**src/rtl/mux4_rr_arbiter.sv**
```systemverilog
// Round-robin arbiter sharing one 32-bit mux4 datapath among four requesters.
// Drives the mux4 select plus a one-hot grant; grants end on release, last, or hold timeout.
module mux4_rr_arbiter #(
    parameter int unsigned MAX_HOLD = 16,
    parameter int unsigned CNT_W    = 5
) (
    input  logic       clk,
    input  logic       rst,
    input  logic [3:0] req,
    input  logic       last,
    output logic [3:0] grant,
    output logic [1:0] sel,
    output logic       busy,
    output logic       timeout
);

    typedef enum logic [0:0] {
        ST_IDLE  = 1'b0,
        ST_GRANT = 1'b1
    } state_t;

    localparam bit               TIMEOUT_EN = (MAX_HOLD != 0);
    localparam logic [CNT_W-1:0] HOLD_MAX   = CNT_W'(MAX_HOLD);
    localparam logic [CNT_W-1:0] HOLD_LAST  = TIMEOUT_EN ? CNT_W'(MAX_HOLD - 1) : {CNT_W{1'b0}};
    localparam logic [CNT_W-1:0] CNT_ONE    = CNT_W'(1);

    state_t           state_r;
    state_t           state_s;
    logic [3:0]       grant_r;
    logic [3:0]       grant_s;
    logic [1:0]       sel_r;
    logic [1:0]       sel_s;
    logic             busy_r;
    logic             busy_s;
    logic             timeout_r;
    logic             timeout_s;
    logic [1:0]       ptr_r;
    logic [1:0]       ptr_s;
    logic [CNT_W-1:0] hold_cnt_r;
    logic [CNT_W-1:0] hold_cnt_s;

    logic [2:0]       pick_s;
    logic             win_valid_s;
    logic [1:0]       win_idx_s;
    logic             rel_drop_s;
    logic             rel_force_s;

    // One-hot decode of a requester index.
    function automatic logic [3:0] onehot4(input logic [1:0] idx);
        onehot4 = 4'b0001 << idx;
    endfunction

    // First set request scanning cyclically from p; returns {found, index}.
    function automatic logic [2:0] rr_pick(input logic [3:0] r, input logic [1:0] p);
        logic [1:0] idx;
        rr_pick = 3'b000;
        for (int k = 3; k >= 0; k--) begin
            idx = p + 2'(k);
            if (r[idx]) begin
                rr_pick = {1'b1, idx};
            end
        end
    endfunction

    assign pick_s      = rr_pick(req, ptr_r);
    assign win_valid_s = pick_s[2];
    assign win_idx_s   = pick_s[1:0];
    // In GRANT, sel_r always names the current owner.
    assign rel_drop_s  = ~req[sel_r];
    assign rel_force_s = TIMEOUT_EN && (hold_cnt_r == HOLD_LAST);

    // Next-state and next-output computation for the arbitration FSM.
    always_comb begin
        state_s    = state_r;
        grant_s    = grant_r;
        sel_s      = sel_r;
        busy_s     = busy_r;
        timeout_s  = 1'b0;
        ptr_s      = ptr_r;
        hold_cnt_s = hold_cnt_r;
        case (state_r)
            ST_IDLE: begin
                if (win_valid_s) begin
                    grant_s    = onehot4(win_idx_s);
                    sel_s      = win_idx_s;
                    busy_s     = 1'b1;
                    hold_cnt_s = {CNT_W{1'b0}};
                    state_s    = ST_GRANT;
                end else begin
                    grant_s = 4'b0000;
                    busy_s  = 1'b0;
                end
            end
            ST_GRANT: begin
                if (hold_cnt_r < HOLD_MAX) begin
                    hold_cnt_s = hold_cnt_r + CNT_ONE;
                end else begin
                    hold_cnt_s = hold_cnt_r;
                end
                if (rel_drop_s || last || rel_force_s) begin
                    grant_s   = 4'b0000;
                    busy_s    = 1'b0;
                    ptr_s     = sel_r + 2'd1;
                    timeout_s = rel_force_s & ~rel_drop_s & ~last;
                    state_s   = ST_IDLE;
                end else begin
                    grant_s = onehot4(sel_r);
                    busy_s  = 1'b1;
                end
            end
            default: begin
                grant_s = 4'b0000;
                busy_s  = 1'b0;
                state_s = ST_IDLE;
            end
        endcase
    end

    // State and registered-output update with asynchronous reset.
    always_ff @(posedge clk or posedge rst) begin
        if (rst) begin
            state_r    <= ST_IDLE;
            grant_r    <= 4'b0000;
            sel_r      <= 2'b00;
            busy_r     <= 1'b0;
            timeout_r  <= 1'b0;
            ptr_r      <= 2'b00;
            hold_cnt_r <= {CNT_W{1'b0}};
        end else begin
            state_r    <= state_s;
            grant_r    <= grant_s;
            sel_r      <= sel_s;
            busy_r     <= busy_s;
            timeout_r  <= timeout_s;
            ptr_r      <= ptr_s;
            hold_cnt_r <= hold_cnt_s;
        end
    end

    assign grant   = grant_r;
    assign sel     = sel_r;
    assign busy    = busy_r;
    assign timeout = timeout_r;

endmodule

```
**config.mk**
```make
export PLATFORM = sky130hd
export DESIGN_NAME = mux4_rr_arbiter
export DESIGN_NICKNAME = d
export VERILOG_FILES = /design/src/rtl/mux4_rr_arbiter.sv
export SDC_FILE = /design/constraint.sdc
export NUM_CORES = 1
export LEC_CHECK = 0
export BUFFER_PORTS_ARGS = -buffer_cell sky130_fd_sc_hd__buf_2
export CAP_MARGIN = 20
export CORE_MARGIN = 8
export CORE_UTILIZATION = 45
export CTS_CLUSTER_DIAMETER = 150
export DETAILED_ROUTE_END_ITERATION = 10
export PLACE_DENSITY_LB_ADDON = 0.2
export SLEW_MARGIN = 10
export SYNTH_ARGS = -nofsm -noshare
export SYNTH_HDL_FRONTEND = slang
export SYNTH_SLANG_ARGS = --single-unit
```
**constraint.sdc**
```tcl
create_clock -name clk -period 2.7 [get_ports clk]
set_input_delay 0.135 -clock clk [delete_from_list [all_inputs] [get_ports clk]]
set_output_delay 0.135 -clock clk [all_outputs]
set_load 0.01 [all_outputs]
```
Word level (Yosys, flattened, before mapping)
Cells that the tools add are included.
{ "word_totals": {"register_bits": 15, "wordCells": 57} }
{ "op_classes": {"muxes": 25, "addsub": 5, "reduce_logical": 5, "n_lt_le_gt_ge": 6, "eq_ne": 3, "bitwise": 5, "shifts": 2} }
{ "op_table": {"columns": ["operator", "count"], "rows": [
  ["2-bit by 3-bit less-than comparator with 1-bit output, second input constant", 5],
  ["3-bit two-way mux", 4],
  ["1-bit binary-select mux with 2-bit select", 5],
  ["5-bit two-way mux", 2],
  ["5-bit one-hot mux with 2 select lines", 1],
  ["1-bit two-way mux", 9],
  ["4-bit two-way mux", 2],
  ["4-bit one-hot mux with 2 select lines", 1],
  ["1-bit by 2-bit << shifter with 4-bit output, first input constant", 2],
  ["2-bit AND reduction", 3],
  ["5-bit by 1-bit adder with 5-bit output, second input constant", 1],
  ["5-bit by 4-bit == test with 1-bit output, second input constant", 1],
  ["5-bit less-than comparator, second input constant", 1],
  ["2-bit by 1-bit adder with 2-bit output, second input constant", 2],
  ["2-bit adder, second input constant", 2],
  ["1-bit NOT", 3],
  ["1-bit AND", 2],
  ["1-bit logical OR", 2],
  ["2-bit by 1-bit != test with 1-bit output, second input constant", 1],
  ["2-bit != test, second input constant", 1],
  ["1-bit one-hot mux with 2 select lines", 1]
]} }

Depth between registers and ports, before layout
Gate-level depths: netlist (run 1).
{ "depth": {"word_depth": 10, "mapped_depth": 6} }

Worst setup path after synthesis (run 1)
OpenSTA, ideal clock, no wires.
{ "synth_timing": {"path_kind": "register -> register", "from": "reg sel_r[1] (netlist: sel[1])", "to": "reg ptr_r[1]", "t_arrival_ps": 1506, "required_ps": 2572, "stages_incl_launch_ff": 4, "slack_ps": 1067, "period_less_slack_ps": 1633, "path_cell_list": "dfrtp_1 > mux4_2 > a21oi_2 > mux2_1"} }
{ "synth_between": {"elab_chain_len": 6, "elab_cells_between_ends": 7, "classes_between": "add/sub (1); mux (2); bitwise (1); reduce/logical (3)"} }
{ "synth_lines": {"columns": ["item", "line", "rtl"], "rows": [
  ["start: declaration", "31", "logic [1:0] sel_r;"],
  ["start signal: assignment", "132", "sel_r <= sel_s;"],
  ["1-bit binary-select mux with 2-bit select", "69", "assign rel_drop_s = ~req[sel_r];"],
  ["1-bit two-way mux (implied by the code)", "69", null],
  ["1-bit NOT", "69", null],
  ["1-bit logical OR (2 in a row)", "100", "if (rel_drop_s || last || rel_force_s) begin"],
  ["2-bit AND reduction (no line)", null, null],
  ["end signal: assignment", "135", "ptr_r <= ptr_s;"],
  ["end: declaration", "37", "logic [1:0] ptr_r;"]
]} }
Several ways; a longest one is shown, not always the timed one. The select of a mux whose other input is x is not followed.
A chain may end at the register's enable or synchronous reset.

Worst setup path in the final report (run 1)
{ "layout_timing": {"from": "reg hold_cnt_r[0]", "to": "reg ptr_r[1]"} }
{ "layout_between": {"elab_chain_len": 3} }
{ "layout_lines": {"columns": ["item", "line", "rtl"], "rows": [
  ["start: declaration", "39", "logic [CNT_W-1:0] hold_cnt_r;"],
  ["start signal: assignment", "128", "hold_cnt_r <= {CNT_W{1'b0}};"],
  ["start signal: assignment", "136", "hold_cnt_r <= hold_cnt_s;"],
  ["5-bit by 4-bit == test with 1-bit output", "70", "assign rel_force_s = TIMEOUT_EN && (hold_cnt_r == HOLD_LAST);"],
  ["1-bit logical OR", "100", null],
  ["2-bit AND reduction (no line)", null, null]
]} }
Every way passes these cells.

==> results of run 1 <==
report_power, final:
part	internal [W]	total (W)	switching, W
clock	0.0000571	0.000123	0.0000662
sequential	0.000311	0.000394	0.0000834
combinational	0.000198	0.000442	0.000245
total	0.000566	0.000960	0.000394
worst reg2reg max path: stages, from the launching register on:
cell and delay, ps:
dfrtp_1 410, ha_1 200, and3_1 160, ha_1 220
nor2_1 80, a21oi_2 190, mux2_1 340
metrics by stage:
stage          util (%)  setup slack (ps)  hold WS (ps)  cells   power, W
4_1_cts           55.29             993.9         176.3    122  0.0009737
3_5_place_dp      53.19              1007         231.1    117  0.0008466
6_report          55.29             992.8         185.8    122  0.0009600
3_3_place_gp      53.19              1059         218.8    117  0.0008360
2_1_floorplan         -              1067         36.48     78  0.0007057
5_1_grt           55.29             883.9         187.3    122   0.001058
layout make-up:
class	count	area, sq um
Fill cell	167	772.0
Multi-Input combinational cell	54	407.9
Sequential cell	15	375.4
Clock buffer	4	26.28
Inverter	9	33.78
Tap cell	25	31.28
Timing Repair Buffer	15	80.08
sequential cells by signal, indices dropped and copies added (netlist names):
name	flops
busy	1
hold_cnt_r	5
grant	4
ptr_r	2
timeout	1
sel	2
layer usage:
| metal | GRT usage [%] | up-vias | share of wire, % |
|---|---|---|---|
| met2 | 18.58 | 8 | 50 |
| met5 | 0 | - | 0 |
| li1 | - | 323 | - |
| met4 | 6.143 | 0 | 2.1 |
| met3 | 3.043 | 4 | 3.3 |
| met1 | 12.21 | 296 | 45 |
cell usage after synthesis, types with 2 or more instances:
master / count / share of area (%)
a21o_1: 2 / 1.8
ha_1: 6 / 9.2
o21ai_1: 3 / 1.8
o21ai_0: 2 / 1.2
nor2_1: 6 / 2.8
nand2_1: 5 / 2.3
o21a_1: 3 / 2.8
mux2i_1: 4 / 4.9
inv_1: 9 / 4.1
a22o_1: 4 / 4.3
a21oi_1: 4 / 2.5
dfrtp_1: 15 / 46
path summary, 6_finish.rpt:
kind / to / slack [ps] / startpoint / depth (start not counted)
hold / removal: timeout$_DFF_PP0_ / 190 / last / 3
max in group asynchronous: grant[3]$_DFF_PP0_ / 1870 / rst / 3
setup reg to reg: ptr_r[1]$_DFFE_PP0P_ / 990 / hold_cnt_r[0]$_DFFE_PP0P_ / 6
setup / recovery: ptr_r[1]$_DFFE_PP0P_ / 990 / hold_cnt_r[0]$_DFFE_PP0P_ / 6
min in group asynchronous: hold_cnt_r[3]$_DFFE_PP0P_ / 450 / rst / 3
hold reg to reg: hold_cnt_r[3]$_DFFE_PP0P_ / 500 / hold_cnt_r[3]$_DFFE_PP0P_ / 1
logic make-up after synthesis:
kind of cell | after synthesis | share of synthesized area, %
compound gates | 24 | 20.83
fa+ha+maj | 6 | 9.188
buf+inv | 9 | 4.134
flops | 15 | 45.94
mux | 6 | 9.035
simple gates | 18 | 10.87
==> results.toml, run 1 <==
[yosys]
synth-seq-cells = 15
syn-num-nets = 91
yosys_warnings = 0
syn_avg_cell_area_sq_um = 10.47
yosysUniqueCellTypes = 27
synthCells = 78
syn_area_sq_um = 817.0
async_reset_ff_share_pct = 100.0
synth_flop_cell = "dfrtp_1"
synth_edf_count = 0
seq_area_frac_synth_pct = 45.94

[placement]
port_buffers = 14
dpl.hpwl_mm = 1.319
placed_area_sq_um = 918.4
place_congestion = 0.8149

[layout]
nNetsFinal = 111
num_antenna_cells = 0
final_common_cell = "dfrtp_1"
final_cell_mix = "15 x dfrtp_1, 14 x buf_2, 9 x inv_1"
drive_above_1_share_pct = 22.68
area_growth_syn_to_layout_pct = 16.85
fin_area_sq_um = 954.7

[floorplanning]
die_area_sq_um = 3435
die_h_um = 58.61
io-pin-count = 15
core-area_sq_um = 1727
die_x_um = 58.61
start_util_pct = 47.32
rows = 15

[clock_tree]
postCtsHoldBufs = 1
root_buffer = "clkbuf_4"
cts_tree = "done"
clk_pin_slew_ps = 90
cts_sinks = 15
worstSkewPairLatency_ps = 270
post_cts_buffers = 0
htreeDepth = 1
post_cts_resized = 0
cts_buffers = 3
cts_buffer_depth = 2

[power]
vdd_drop_max_uv = 436.9
power.leakage_nw = 0.4901
p_per_area_nw_per_um2 = 1006

[critical_path]
cp-start-kind = "flip-flop"
crit_required_ps = 2860
worstPathArrival_ps = 1870
end_kind = "flip-flop"
cpMaxStageDelayCell = "dfrtp_1"
cp_cell_sequence = "ha_1 > and3_1 > ha_1 > nor2_1 > a21oi_2 > mux2_1"
crit_fanout = 4
max_stage_delay_ps = 410
cp_num_buf_inv = 0
critical-path-top-delay-family = "adder cells"
critPathMostFrequentCell = "ha_1"
path_class = "flip-flop to flip-flop"

[sta]
tns_ps = 0
tightest_slew_ps = 576.4
setup-violations-final = 0
fin_skew_ps = 4.333
min_period_ps = 1707
fmax_mhz = 585.8
hold_viol_final = 0
fin_crit_sh_pct = 63.23
maxSlewHeadroom_pct = 61.53
rsz0062_at_grt = "false"
maxSlewViolCount = 0

[drt]
drt-initial-drc-count = 8
drc = 0
detail-route-antenna-nets = 0
post_drt_wl_per_cell_um = 13.57
wirelength_mm = 1.655
route.vias.total = 631
vias_per_cell = 5.172
dr.pass1.iters = 4

[min_path]
hold_path.class = "primary input to flip-flop"

[grt]
grt-ovfl-total = 0
grtUsageTotal_pct = 11.03
grt_antenna_before_repair = 0
grt_max_degree = 16
grt_pass1_vias = 681
grt_pass1_wl_mm = 2.953

[flow_run]
drv_cap = 0

[run_status]
status = "finished, final reports clean"
Note: power is estimated with default switching activity, not from simulation.
==> run 2, diff against run 1 <==
==> constraint.sdc (replaced) <==
create_clock -name clk -period 1.75 [get_ports clk]
set_input_delay 0.0875 -clock clk [delete_from_list [all_inputs] [get_ports clk]]
set_output_delay 0.0875 -clock clk [all_outputs]
set_load 0.01 [all_outputs]
==> run 2 against run 1 <==
  * Critical path depth unchanged
  * Core utilization grew 1.7 points
  * Clock-buffer cell count stayed put
  * Via count up 1.4%
  * Final cell count increased by 3.3%
  * Non-clock buffer count up 4
  * Sequential cell count is the same
  * Power grew 59%
  * Global-route usage rose by 0.20 points
  * First-iteration DRC count is the same
  * Sequential power up 46%
  * Routed wire length rose by 0.85%
  * Largest cell class unchanged
==> results.toml, run 2 (synthesized netlist as in run 1, its figures left out) <==
[critical_path]
critical-path-top-delay-family = "flip-flops"
max_stage_delay_ps = 420
critPathMostFrequentCell = "ha_1"
cp_num_buf_inv = 0
cp_cell_sequence = "ha_1 > and3_1 > ha_1 > nor2_1 > a21oi_2 > mux2_1"
cp-start-kind = "flip-flop"
cpMaxStageDelayCell = "dfrtp_1"
worstPathArrival_ps = 1800
path_class = "flip-flop to flip-flop"
end_kind = "flip-flop"
crit_required_ps = 1910
crit_fanout = 4

[drt]
drt-initial-drc-count = 8
route.vias.total = 640
vias_per_cell = 5.079
drc = 0
post_drt_wl_per_cell_um = 13.25
wirelength_mm = 1.669
detail-route-antenna-nets = 0
dr.pass1.iters = 4

[floorplanning]
core-area_sq_um = 1727
start_util_pct = 47.32
rows = 15
die_x_um = 58.61
die_area_sq_um = 3435
io-pin-count = 15
die_h_um = 58.61

[sta]
maxSlewViolCount = 0
setup-violations-final = 0
maxSlewHeadroom_pct = 61.91
fin_skew_ps = 6.097
min_period_ps = 1641
fin_crit_sh_pct = 93.78
layout_setup_ws_ps = 108.8
rsz0062_at_grt = "false"
hold_viol_final = 0
tightest_slew_ps = 570.8
tns_ps = 0
fmax_mhz = 609.3

[power]
p_int_w = 0.0009105
power.leakage_nw = 0.5106
vdd_drop_max_uv = 741.9
p_per_area_nw_per_um2 = 1551
power_switching_w = 0.0006170
p_sw_share_pct = 40.39
combPwrFrac_pct = 49.6
p_total_w = 0.001528
clkPwrFrac_pct = 12.8
seq_power_share_pct = 37.6

[clock_tree]
root_buffer = "clkbuf_4"
cts_tree = "done"
clk_pin_slew_ps = 90
worstSkewPairLatency_ps = 280
post_cts_resized = 0
htreeDepth = 1
cts_buffers = 3
cts_sinks = 15
cts_buffer_depth = 2

[grt]
grt_pass1_wl_mm = 2.980
grtUsageTotal_pct = 11.23
grt_max_degree = 16
grt-ovfl-total = 0
grt_antenna_before_repair = 0
grt_pass1_vias = 665

[layout]
final_common_cell = "dfrtp_1"
num_antenna_cells = 0
area_growth_syn_to_layout_pct = 20.52
nNetsFinal = 115
largest_reg_flops = 5
regMostFlops = "hold_cnt_r"
final_cell_mix = "15 x dfrtp_1, 14 x buf_2, 9 x inv_1"
drive_above_1_share_pct = 25.74

[placement]
dpl.hpwl_mm = 1.303
port_buffers = 14
place_congestion = 0.8085
place_ws_ps = 96.64

[flow_run]
drv_cap = 0

[min_path]
hold_path.class = "primary input to flip-flop"

[run_status]
status = "finished, final reports clean"
## run 2: cell types whose count changed in the layout (fill, tap and decap cells not counted)
cell	before	now
buf_4	0	4
## run 2: worst paths after layout
path,from,to,slack (ps),cells after the start
max,hold_cnt_r[1]$_DFFE_PP0P_,ptr_r[1]$_DFFE_PP0P_,110,6
min,last,timeout$_DFF_PP0_,120,3
max reg2reg,hold_cnt_r[1]$_DFFE_PP0P_,ptr_r[1]$_DFFE_PP0P_,110,6
min reg2reg,hold_cnt_r[3]$_DFFE_PP0P_,hold_cnt_r[3]$_DFFE_PP0P_,470,1
max in group asynchronous,rst,hold_cnt_r[4]$_DFFE_PP0P_,980,3
min in group asynchronous,rst,timeout$_DFF_PP0_,400,3
## run 2: power by group through the flow
stage          clock, W  combinational [W]  sequential (W)
5_1_grt        0.000226           0.000853        0.000595
3_3_place_gp          0           0.000729        0.000585
4_1_cts        0.000208           0.000746        0.000583
3_5_place_dp          0           0.000743        0.000590
6_report       0.000196           0.000757        0.000574
2_1_floorplan         0           0.000460        0.000628
## run 2: repair_timing
item	in CTS	in global routing
endpoints found under the hold margin	15	0
setup buffers	0	1
setup endpoints to repair	0	1
hold buffers	1	0
## run 2: per-stage QoR
stage / area (sq um) / cells / hold WS (ps) / utilization [%]
after floorplan: 817.0 / 78 / -11.02 / -
after CTS: 977.2 / 125 / 113.2 / 56.59
after global placement: 940.9 / 120 / 167.6 / 54.49
final: 984.7 / 126 / 117.8 / 57.03
after detailed placement: 940.9 / 120 / 182.5 / 54.49
after global routing: 984.7 / 126 / 121.6 / 57.03
## run 2: layout make-up
class | instances | area, sq um
clock buffers | 4 | 26.28
fillers | 159 | 742.0
inverters | 9 | 33.78
multi-input cells | 54 | 407.9
flip-flops and latches | 15 | 375.4
well taps | 25 | 31.28
repair buffers | 19 | 110.1
## run 2: worst register-to-register path: cells and delay by family (launching register included)
| kind | cells | cell delay, ps |
|---|---|---|
| AND/OR/NAND/NOR | 2 | 300 |
| multiplexers | 1 | 310 |
| adder cells (fa/ha/maj) | 2 | 410 |
| AO/OA/AOI/OAI | 1 | 90 |
| flip-flops | 1 | 420 |
## run 2: routing by layer
metal / wire length [um] / vias up / GRT usage (%)
met5: 0 / - / 0
met4: 36 / 0 / 6.143
met3: 82 / 5 / 3.043
met2: 812 / 12 / 18.27
met1: 738 / 297 / 13.06
li1: - / 326 / -
